===== src/rtl/dmx_spi_pkg.sv =====
// Shared types and constants for the DMX SPI receive path.
package dmx_spi_pkg;

  // Bits in one {param, value} frame; control_FSM relies on the same figure.
  localparam int unsigned FRAME_BITS = 16;

  typedef enum logic [1:0] {IDLE, SHIFT, CHECK} spi_rx_state_t;

endpackage


===== src/rtl/spi_frame_rx_sync_edge.sv =====
// Multi-flop synchroniser with registered-edge detection on the synchronised level.
module sync_edge #(
  parameter int unsigned SYNC_STAGES = 2,
  parameter logic        RESET_VAL   = 1'b0
) (
  input  logic clk,
  input  logic rst,
  input  logic din,
  output logic level,
  output logic rise,
  output logic fall
);

  logic [SYNC_STAGES-1:0] chain;
  logic                   prev;

  // Shift the async input through the synchroniser and keep one delayed copy for edges.
  always_ff @(posedge clk or posedge rst) begin
    if (rst) begin
      chain <= {SYNC_STAGES{RESET_VAL}};
      prev  <= RESET_VAL;
    end else begin
      chain <= {chain[SYNC_STAGES-2:0], din};
      prev  <= chain[SYNC_STAGES-1];
    end
  end

  assign level = chain[SYNC_STAGES-1];
  assign rise  = level & ~prev;
  assign fall  = ~level & prev;

endmodule


===== src/rtl/spi_frame_rx.sv =====
// SPI frame receiver: synchronises sck/sdi/load, assembles a {param, value} frame,
// validates its length and holds it for a valid/ready consumer.
module spi_frame_rx
  import dmx_spi_pkg::*;
#(
  parameter int unsigned SYNC_STAGES = 2,
  parameter int unsigned BYTE_W      = FRAME_BITS / 2
) (
  input  logic              sysclk,
  input  logic              reset,
  input  logic              sck,
  input  logic              sdi,
  input  logic              load,
  input  logic              frame_ready,
  output logic              frame_valid,
  output logic [BYTE_W-1:0] param_out,
  output logic [BYTE_W-1:0] value_out,
  output logic              frame_err,
  output logic              overrun
);

  localparam int unsigned NBITS = 2 * BYTE_W;
  localparam int unsigned CW    = $clog2(NBITS + 2);
  localparam logic [CW-1:0] CNT_FULL = CW'(NBITS);
  localparam logic [CW-1:0] CNT_SAT  = CW'(NBITS + 1);

  spi_rx_state_t    state, state_nxt;
  logic [NBITS-1:0] shreg;
  logic [CW-1:0]    cnt;

  logic sck_rise, load_rise, load_fall, sdi_s, sdi_a;
  logic clr, shift_en, capture, drop, bad;

  sync_edge #(.SYNC_STAGES(SYNC_STAGES), .RESET_VAL(1'b0)) u_sck (
    .clk(sysclk), .rst(reset), .din(sck), .level(), .rise(sck_rise), .fall()
  );

  // load synchroniser resets high: a load already high at reset release gives no
  // rising edge, so a frame in progress is never joined midway.
  sync_edge #(.SYNC_STAGES(SYNC_STAGES), .RESET_VAL(1'b1)) u_load (
    .clk(sysclk), .rst(reset), .din(load), .level(), .rise(load_rise), .fall(load_fall)
  );

  sync_edge #(.SYNC_STAGES(SYNC_STAGES), .RESET_VAL(1'b0)) u_sdi (
    .clk(sysclk), .rst(reset), .din(sdi), .level(sdi_s), .rise(), .fall()
  );

  // State register plus sdi alignment flop matching the sck edge detector delay.
  always_ff @(posedge sysclk or posedge reset) begin
    if (reset) begin
      state <= IDLE;
      sdi_a <= 1'b0;
    end else begin
      state <= state_nxt;
      sdi_a <= sdi_s;
    end
  end

  // Next-state and per-cycle control strobes.
  always_comb begin
    state_nxt = state;
    clr       = 1'b0;
    shift_en  = 1'b0;
    capture   = 1'b0;
    drop      = 1'b0;
    bad       = 1'b0;
    case (state)
      IDLE: begin
        if (load_rise) begin
          clr       = 1'b1;
          state_nxt = SHIFT;
        end
      end
      SHIFT: begin
        if (load_fall) state_nxt = CHECK;
        else if (sck_rise) shift_en = 1'b1;
      end
      CHECK: begin
        state_nxt = IDLE;
        if (cnt == CNT_FULL) begin
          if (!frame_valid || frame_ready) capture = 1'b1;
          else drop = 1'b1;
        end else begin
          bad = 1'b1;
        end
      end
      default: state_nxt = IDLE;
    endcase
  end

  // Shift register and saturating bit counter.
  always_ff @(posedge sysclk or posedge reset) begin
    if (reset) begin
      shreg <= '0;
      cnt   <= '0;
    end else if (clr) begin
      shreg <= '0;
      cnt   <= '0;
    end else if (shift_en) begin
      shreg <= {shreg[NBITS-2:0], sdi_a};
      cnt   <= (cnt == CNT_SAT) ? cnt : cnt + 1'b1;
    end
  end

  // Holding register with valid/ready handshake and error/overrun pulses.
  always_ff @(posedge sysclk or posedge reset) begin
    if (reset) begin
      frame_valid <= 1'b0;
      param_out   <= '0;
      value_out   <= '0;
      frame_err   <= 1'b0;
      overrun     <= 1'b0;
    end else begin
      frame_err <= bad;
      overrun   <= drop;
      if (capture) begin
        frame_valid <= 1'b1;
        param_out   <= shreg[NBITS-1:BYTE_W];
        value_out   <= shreg[BYTE_W-1:0];
      end else if (frame_valid && frame_ready) begin
        frame_valid <= 1'b0;
      end
    end
  end

endmodule


===== config.mk =====
export PLATFORM = sky130hd
export DESIGN_NAME = spi_frame_rx
export DESIGN_NICKNAME = d
export VERILOG_FILES = /design/src/rtl/dmx_spi_pkg.sv /design/src/rtl/spi_frame_rx_sync_edge.sv /design/src/rtl/spi_frame_rx.sv
export SDC_FILE = /design/constraint.sdc
export NUM_CORES = 1
export LEC_CHECK = 0
export CORE_ASPECT_RATIO = 1.4
export CORE_MARGIN = 4
export CORE_UTILIZATION = 47
export DETAILED_ROUTE_END_ITERATION = 8
export PLACE_DENSITY = 0.69
export SKIP_CTS_REPAIR_TIMING = 1
export SLEW_MARGIN = 10
export SYNTH_ARGS = -nofsm -noshare
export SYNTH_HDL_FRONTEND = slang
export SYNTH_SLANG_ARGS = --single-unit
export TNS_END_PERCENT = 10

===== constraint.sdc =====
create_clock -name sysclk -period 2 [get_ports sysclk]
set_clock_uncertainty 0.2 [all_clocks]
set_input_delay 0.2 -clock sysclk [delete_from_list [all_inputs] [get_ports sysclk]]
set_output_delay 0.2 -clock sysclk [all_outputs]
set_load 0.02 [all_outputs]

==> run metrics, run 1 <==
Peak VDD IR=0.464 mV; Detail Route Antenna Nets=0; die height=86.7 um; nets@finish=210; ys flop type=dfrtp_1; vias in the first global route=1516; die width=64.2 um; CTS max path bufs=2; Async SR Flop Fraction=100%; clk sinks=51; initial core utilization=49.1%; Worst setup SP type=register; routability cong.=0.779; Post-DP Area=2440 sq um; leading area contributor after synthesis=dfrtp_1; largest net degree at the start of global routing=24; worst rel slew slack=71.3%; Place WS=0.0749 ns; CP max FO=16; Yosys Warn Count=0; Seq cells post-synth=51; syn_nets=178; core area=4240 sq um; dpl hpwl=2830 um; Setup TNS Final=0 ns; RSZ-0062 raised after global routing=false; Final period util=94.0%; Synth Cell Area=2080 sq um; Initial DRT Pass Iterations=4; Post-Syn Instances=169; crit path DAT=1.86 ns; Reg clk slew, reported paths=0.08 ns; post-synthesis sequential area ratio=61.5%; Final Util=60.1%; Synth-to-Final Area Change=22.4%; worst r2r dst=value_out[2]; Slew @ Worst Pin=0.430 ns; CTS root buf=clkbuf_8; Final WS setup=0.120 ns; Maximum Capacitance Violations=0; via count=1436; Hold Slack=0.113 ns; global route overflow=0; min Tclk post-route=1.88 ns; Final Cell Area=2550 sq um; # IOs=25; Pwr Density=767 nW/um^2; post-synth top area share=57.7%; FF-to-FF Start=cnt[1]; PortBufs=24; # DRC=0; min-delay src=load; TritonCTS buffer count=5; TritonCTS clock tree=yes; R2R Setup Slk=0.12 ns; initial antenna violation count=0; Slew Viols, Final=0; Post-synth EDFFs=0; Finish-stage setup viols=0; Yosys cell types=33; Pleak=0.00116 uW; GR peak layer=met2; vias per cell=5.48; full die area=5570 sq um; layout cells sized above 1=16.8%; final wirelength=3920 um; R2R depth=5; GRT Resource Usage Total=15.5%; Clock Latency Late Sink=0.29 ns; met1 Use GR=17.4%; WS Path Type=register to register; synth top area cells=dfrtp_1 (58%), nand3_1 (4.8%), mux2_1 (4.3%), mux2_2 (4.3%), a21oi_1 (4.1%); global routing usage on met2=28.2%; Fmax=532 MHz; Endpoint, Worst Hold=u_load.chain[0]; GR Util met3=4.02%; Post-Syn Area per Cell=12.3 sq um; # diodes=0; # rows=28; status=finished clean; drt initial violations=43; Final Hold Vio Count=0; first-pass GRT wire length=6760 um; WL/cell=14.9 um; Worst Hold Depth=1; Worst Hold Class=primary input to register; H-tree levels=2; Worst EP required=1.98 ns; Crit. End Element=register
[routing by layer]
layer / part of all wire (%) / vias up / routed length (um)
met5: 0 / - / 0
met4: 1.5 / 0 / 58
met3: 3.9 / 8 / 151
met2: 53 / 33 / 2090
met1: 41 / 729 / 1610
li1: - / 666 / -
[worst max-delay path by stage]
stage,to,startpoint,cells after the start,slack (ns)
2_1_floorplan,value_out[3],cnt[0],6,0.22
3_3_place_gp,value_out[1],frame_ready,4,0.14
3_5_place_dp,value_out[2],frame_ready,4,0.07
4_1_cts,value_out[7],cnt[1],5,0.09
5_1_grt,value_out[7],cnt[1],5,0.02
6_report,value_out[2],cnt[1],5,0.12
[Yosys cell counts (3+ instances only)]
cell type	instances
buf_2	4
dfstp_2	3
ha_1	3
clkbuf_1	5
o21ai_0	16
dfrtp_1	48
nand2b_1	3
mux2_2	8
mux2_1	8
a21oi_1	17
nand2_1	5
nand3_1	20
inv_1	5
mux2i_1	3
[per-stage QoR]
step | power (uW) | std cells
2_1_floorplan | 1270 | 169
4_1_cts | 1980 | 261
5_1_grt | 2050 | 262
6_report | 1950 | 262
3_5_place_dp | 1360 | 253
3_3_place_gp | 1330 | 253
[worst max-delay path: stages, from the launching register on]
cell	delay, ns
dfrtp_1	0.41
inv_1	0.08
ha_1	0.14
and2_1	0.20
nand4_4	0.31
mux2_1	0.42
[sequential cells by signal, indices dropped and copies added (netlist names), 2 cells and up]
signal	flops
value_out	8
cnt	5
param_out	8
u_sck.chain	2
shreg	16
u_load.chain	2
u_sdi.chain	2
state	2
[cell type report]
type | instances | area (sq um)
Clock buffer | 8 | 100
Fill cell | 351 | 1690
Inverter | 5 | 18.8
Multi-Input combinational cell | 103 | 736
Sequential cell | 51 | 1280
Tap cell | 60 | 75.1
Timing Repair Buffer | 35 | 338
[power by group]
group / total (uW) / leakage, uW / internal (uW) / switching, uW
sequential: 1110 / 0.000683 / 1080 / 36.5
clock: 620 / 0.0000515 / 316 / 304
combinational: 222 / 0.000426 / 92.3 / 129
total: 1950 / 0.00116 / 1480 / 469
[kinds of logic (layout without fill, tap and decap cells)]
family                     count (synthesis)  after routing  share of synthesized area (%)
DFF                                       51             51                           61.5
and+or+nand+nor                           42             42                           12.3
AOI/OAI and AO/OA                         38             38                           10.8
muxes                                     19             19                           10.1
buffers and inverters                     15             48                           3.13
adders and majority gates                  3              3                           1.80
xor gates and xnor gates                   1              1                          0.421
[cells in the final DEF (no fill, tap or decap), types with 2 or more instances in the layout]
| cell type | count |
|---|---|
| a21oi_1 | 17 |
| buf_4 | 9 |
| clkbuf_8 | 7 |
| clkdlybuf4s50_1 | 24 |
| dfrtp_1 | 48 |
| dfstp_2 | 3 |
| ha_1 | 3 |
| inv_1 | 4 |
| mux2_1 | 8 |
| mux2_2 | 8 |
| mux2i_1 | 3 |
| nand2_1 | 5 |
| nand2b_1 | 3 |
| nand3_1 | 20 |
| nand4_1 | 2 |
| o211ai_1 | 2 |
| o21ai_0 | 16 |
Power figures use the tool's default switching activity.
==> inputs of run 2 (changes only) <==
Settings changed: CORE_UTILIZATION 47 to 49, CTS_CLUSTER_SIZE set to 20, PLACE_DENSITY 0.69 to 0.74.
Clock period 2 ns to 1.7 ns, I/O delays scaled along.
==> run 2 against run 1 <==
Register-to-register slack got worse by 0.10 ns. Total power increased by 35%. Largest cell class unchanged. Sequential share of layout area shrank 4.0 points. Largest power group unchanged.
==> run metrics, run 2 (synthesized netlist as in run 1, its figures left out) <==
status=finished clean (unchanged); PortBufs=24 (unchanged); Finish-stage setup viols=0 (unchanged); Gate power share=13.6% (was 11.3%); Final WS setup=0.0184 ns (was 0.120 ns); clk sinks=51 (unchanged); Clock Latency Late Sink=0.30 ns (was 0.29 ns); via count=1475 (was 1436); Slew @ Worst Pin=0.269 ns (was 0.430 ns); GRT Resource Usage Total=17.9% (was 15.5%); min Tclk post-route=1.68 ns (was 1.88 ns); Initial DRT Pass Iterations=4 (unchanged); Worst EP required=1.70 ns (was 1.98 ns); vias in the first global route=1614 (was 1516); Slew Viols, Final=0 (unchanged); vias per cell=5.72 (was 5.48); Worst path top cell family by delay=compound AO/OA/AOI/OAI gates (was simple AND/OR/NAND/NOR gates); Pwr Density=953 nW/um^2 (was 767 nW/um^2); commonest cells after routing, fill and taps aside=dfrtp_1 (47), buf_4 (21), nand3_1 (20), clkdlybuf4s50_1 (20), a21oi_1 (17) (was dfrtp_1 (48), clkdlybuf4s50_1 (24), nand3_1 (20)); H-tree levels=2 (unchanged); Hold Slack=0.0295 ns (was 0.113 ns); routability cong.=0.784 (was 0.779); R2R Setup Slk=0.02 ns (was 0.12 ns); critical-path cell list=buf_4 > ha_1 > a311o_4 > o311ai_2 (was inv_1 > ha_1 > and2_1 > nand4_4 > mux2_1); initial core utilization=51.8% (was 49.1%); Pleak=0.00136 uW (was 0.00116 uW); Detail Route Antenna Nets=0 (unchanged); Fillers=279 (was 351); dpl hpwl=2890 um (was 2830 um); drt initial violations=49 (was 43); crit-path max cell delay=0.40 ns (was 0.42 ns); internal power=2020 uW (was 1480 uW); Reg clk slew, reported paths=0.09 ns (was 0.08 ns); Fmax=595 MHz (was 532 MHz); Top Registers=shreg x16, param_out x8, value_out x8 (unchanged); global route overflow=0 (unchanged); # diodes=0 (unchanged); WL/cell=17.3 um (was 14.9 um); commonest non-fill, non-tap cell in the layout=dfrtp_1 (unchanged); layout cells sized above 1=29.8% (was 16.8%); # rows=27 (was 28); DP Cell Count=249 (was 253); Place WS=-0.0812 ns (was 0.0749 ns); Reg with most FFs=shreg (unchanged); CP max FO=5 (was 16); final wirelength=4480 um (was 3920 um); core area=4020 sq um (was 4240 sq um); Crit. End Element=register (unchanged); Worst Hold Class=primary input to asynchronous set/reset pin (was primary input to register); first-pass GRT wire length=7530 um (was 6760 um); TritonCTS buffer count=5 (unchanged); crit path DAT=1.68 ns (was 1.86 ns); RSZ-0062 raised after global routing=true (was false); die width=63.1 um (was 64.2 um); initial antenna violation count=0 (unchanged); WS Path Type=register to register (unchanged); nets@finish=223 (was 210); Synth-to-Final Area Change=33.0% (was 22.4%); die height=85.1 um (was 86.7 um); # DRC=0 (unchanged); WP buf/inv=1 (unchanged); worst rel slew slack=82.0% (was 71.3%); # IOs=25 (unchanged); Switch Pwr=612 uW (was 469 uW); Final period util=98.9% (was 94.0%); clock share of power=36.8% (was 31.7%); Worst setup SP type=register (unchanged); Maximum Capacitance Violations=0 (unchanged); area occupied by multi-input gates=808 sq um (was 736 sq um); full die area=5370 sq um (was 5570 sq um); largest net degree at the start of global routing=52 (was 24); register area=1280 sq um (about the same); TritonCTS clock tree=yes (unchanged); CTS root buf=clkbuf_8 (unchanged); Peak VDD IR=0.902 mV (was 0.464 mV); CTS max path bufs=2 (unchanged); CP max stage cell=dfrtp_1 (was mux2_1); Finished Layout Cells=258 (was 262); Net Sw Frac=23.2% (was 24.0%); Final Hold Vio Count=0 (unchanged); Sequential Power Share=49.6% (was 56.9%); Largest register FFs=16 (unchanged)
-- run 2: changes by cell type in the layout (fill, tap and decap cells not counted), sizes merged --
cell | previous run | this run
clkbuf | 8 | 7
buf | 10 | 23
dlymetal6s2s | 0 | 4
bufinv | 0 | 2
clkdlybuf4s50 | 24 | 20
dlygate4sd3 | 1 | 0
-- run 2: per-layer routing --
| layer | global-route usage [%] | routed length, um | share of wire [%] |
|---|---|---|---|
| met1 | 20.7 | 1750 | 39 |
| met4 | 6.43 | 72 | 1.6 |
| met2 | 31.7 | 2480 | 55 |
| met3 | 4.50 | 180 | 4.0 |
| met5 | 0 | 0 | 0 |
-- run 2: power by group through the flow --
stage	registers [uW]	logic, uW	clock network, uW
after floorplan	1330	160	0
after global placement	1320	312	0
after detailed placement	1320	331	0
after CTS	1300	334	991
after global routing	1310	403	1040
final	1310	359	971
-- run 2: metrics by stage --
step           power, uW  utilization, %  cell area, sq um  setup TNS (ns)
2_1_floorplan       1490               -              2090         -0.0899
3_3_place_gp        1630            62.9              2530          -0.114
3_5_place_dp        1650            62.9              2530          -0.817
4_1_cts             2620            66.2              2660          -0.104
5_1_grt             2750            68.8              2770         -0.0393
6_report            2640            68.8              2770               0
-- run 2: worst register-to-register path: cells and delay by family (launching register included) --
kind | cells | cell delay (ns)
AO/OA/AOI/OAI | 2 | 0.62
flip-flops | 1 | 0.40
adder cells (fa/ha/maj) | 1 | 0.21
buffers and inverters | 1 | 0.16
-- run 2: path summary, 6_finish.rpt --
check,to,cells past startpoint,startpoint
max,cnt[2],4,cnt[0]
min,param_out[0],3,reset
max reg2reg,cnt[2],4,cnt[0]
min reg2reg,u_sck.chain[1],0,u_sck.chain[0]
max in group asynchronous,u_load.prev,3,reset
min in group sysclk,u_load.chain[0],1,load
-- run 2: cell type report --
type,count,share of cell area [%]
multi-input combinational,103,29.2
clock inverter,2,2.17
timing repair buffer,48,17.1
inverter,5,0.678
tap,43,1.94
sequential,51,46.3
clock buffer,6,2.62
==> inputs of run 3 (changes only) <==
Settings changed: CTS_CLUSTER_SIZE 20 to unset, SLEW_MARGIN 10 to unset.
==> results of run 3 <==
No change in the layout: final DEF, timing and power equal those of run 2.
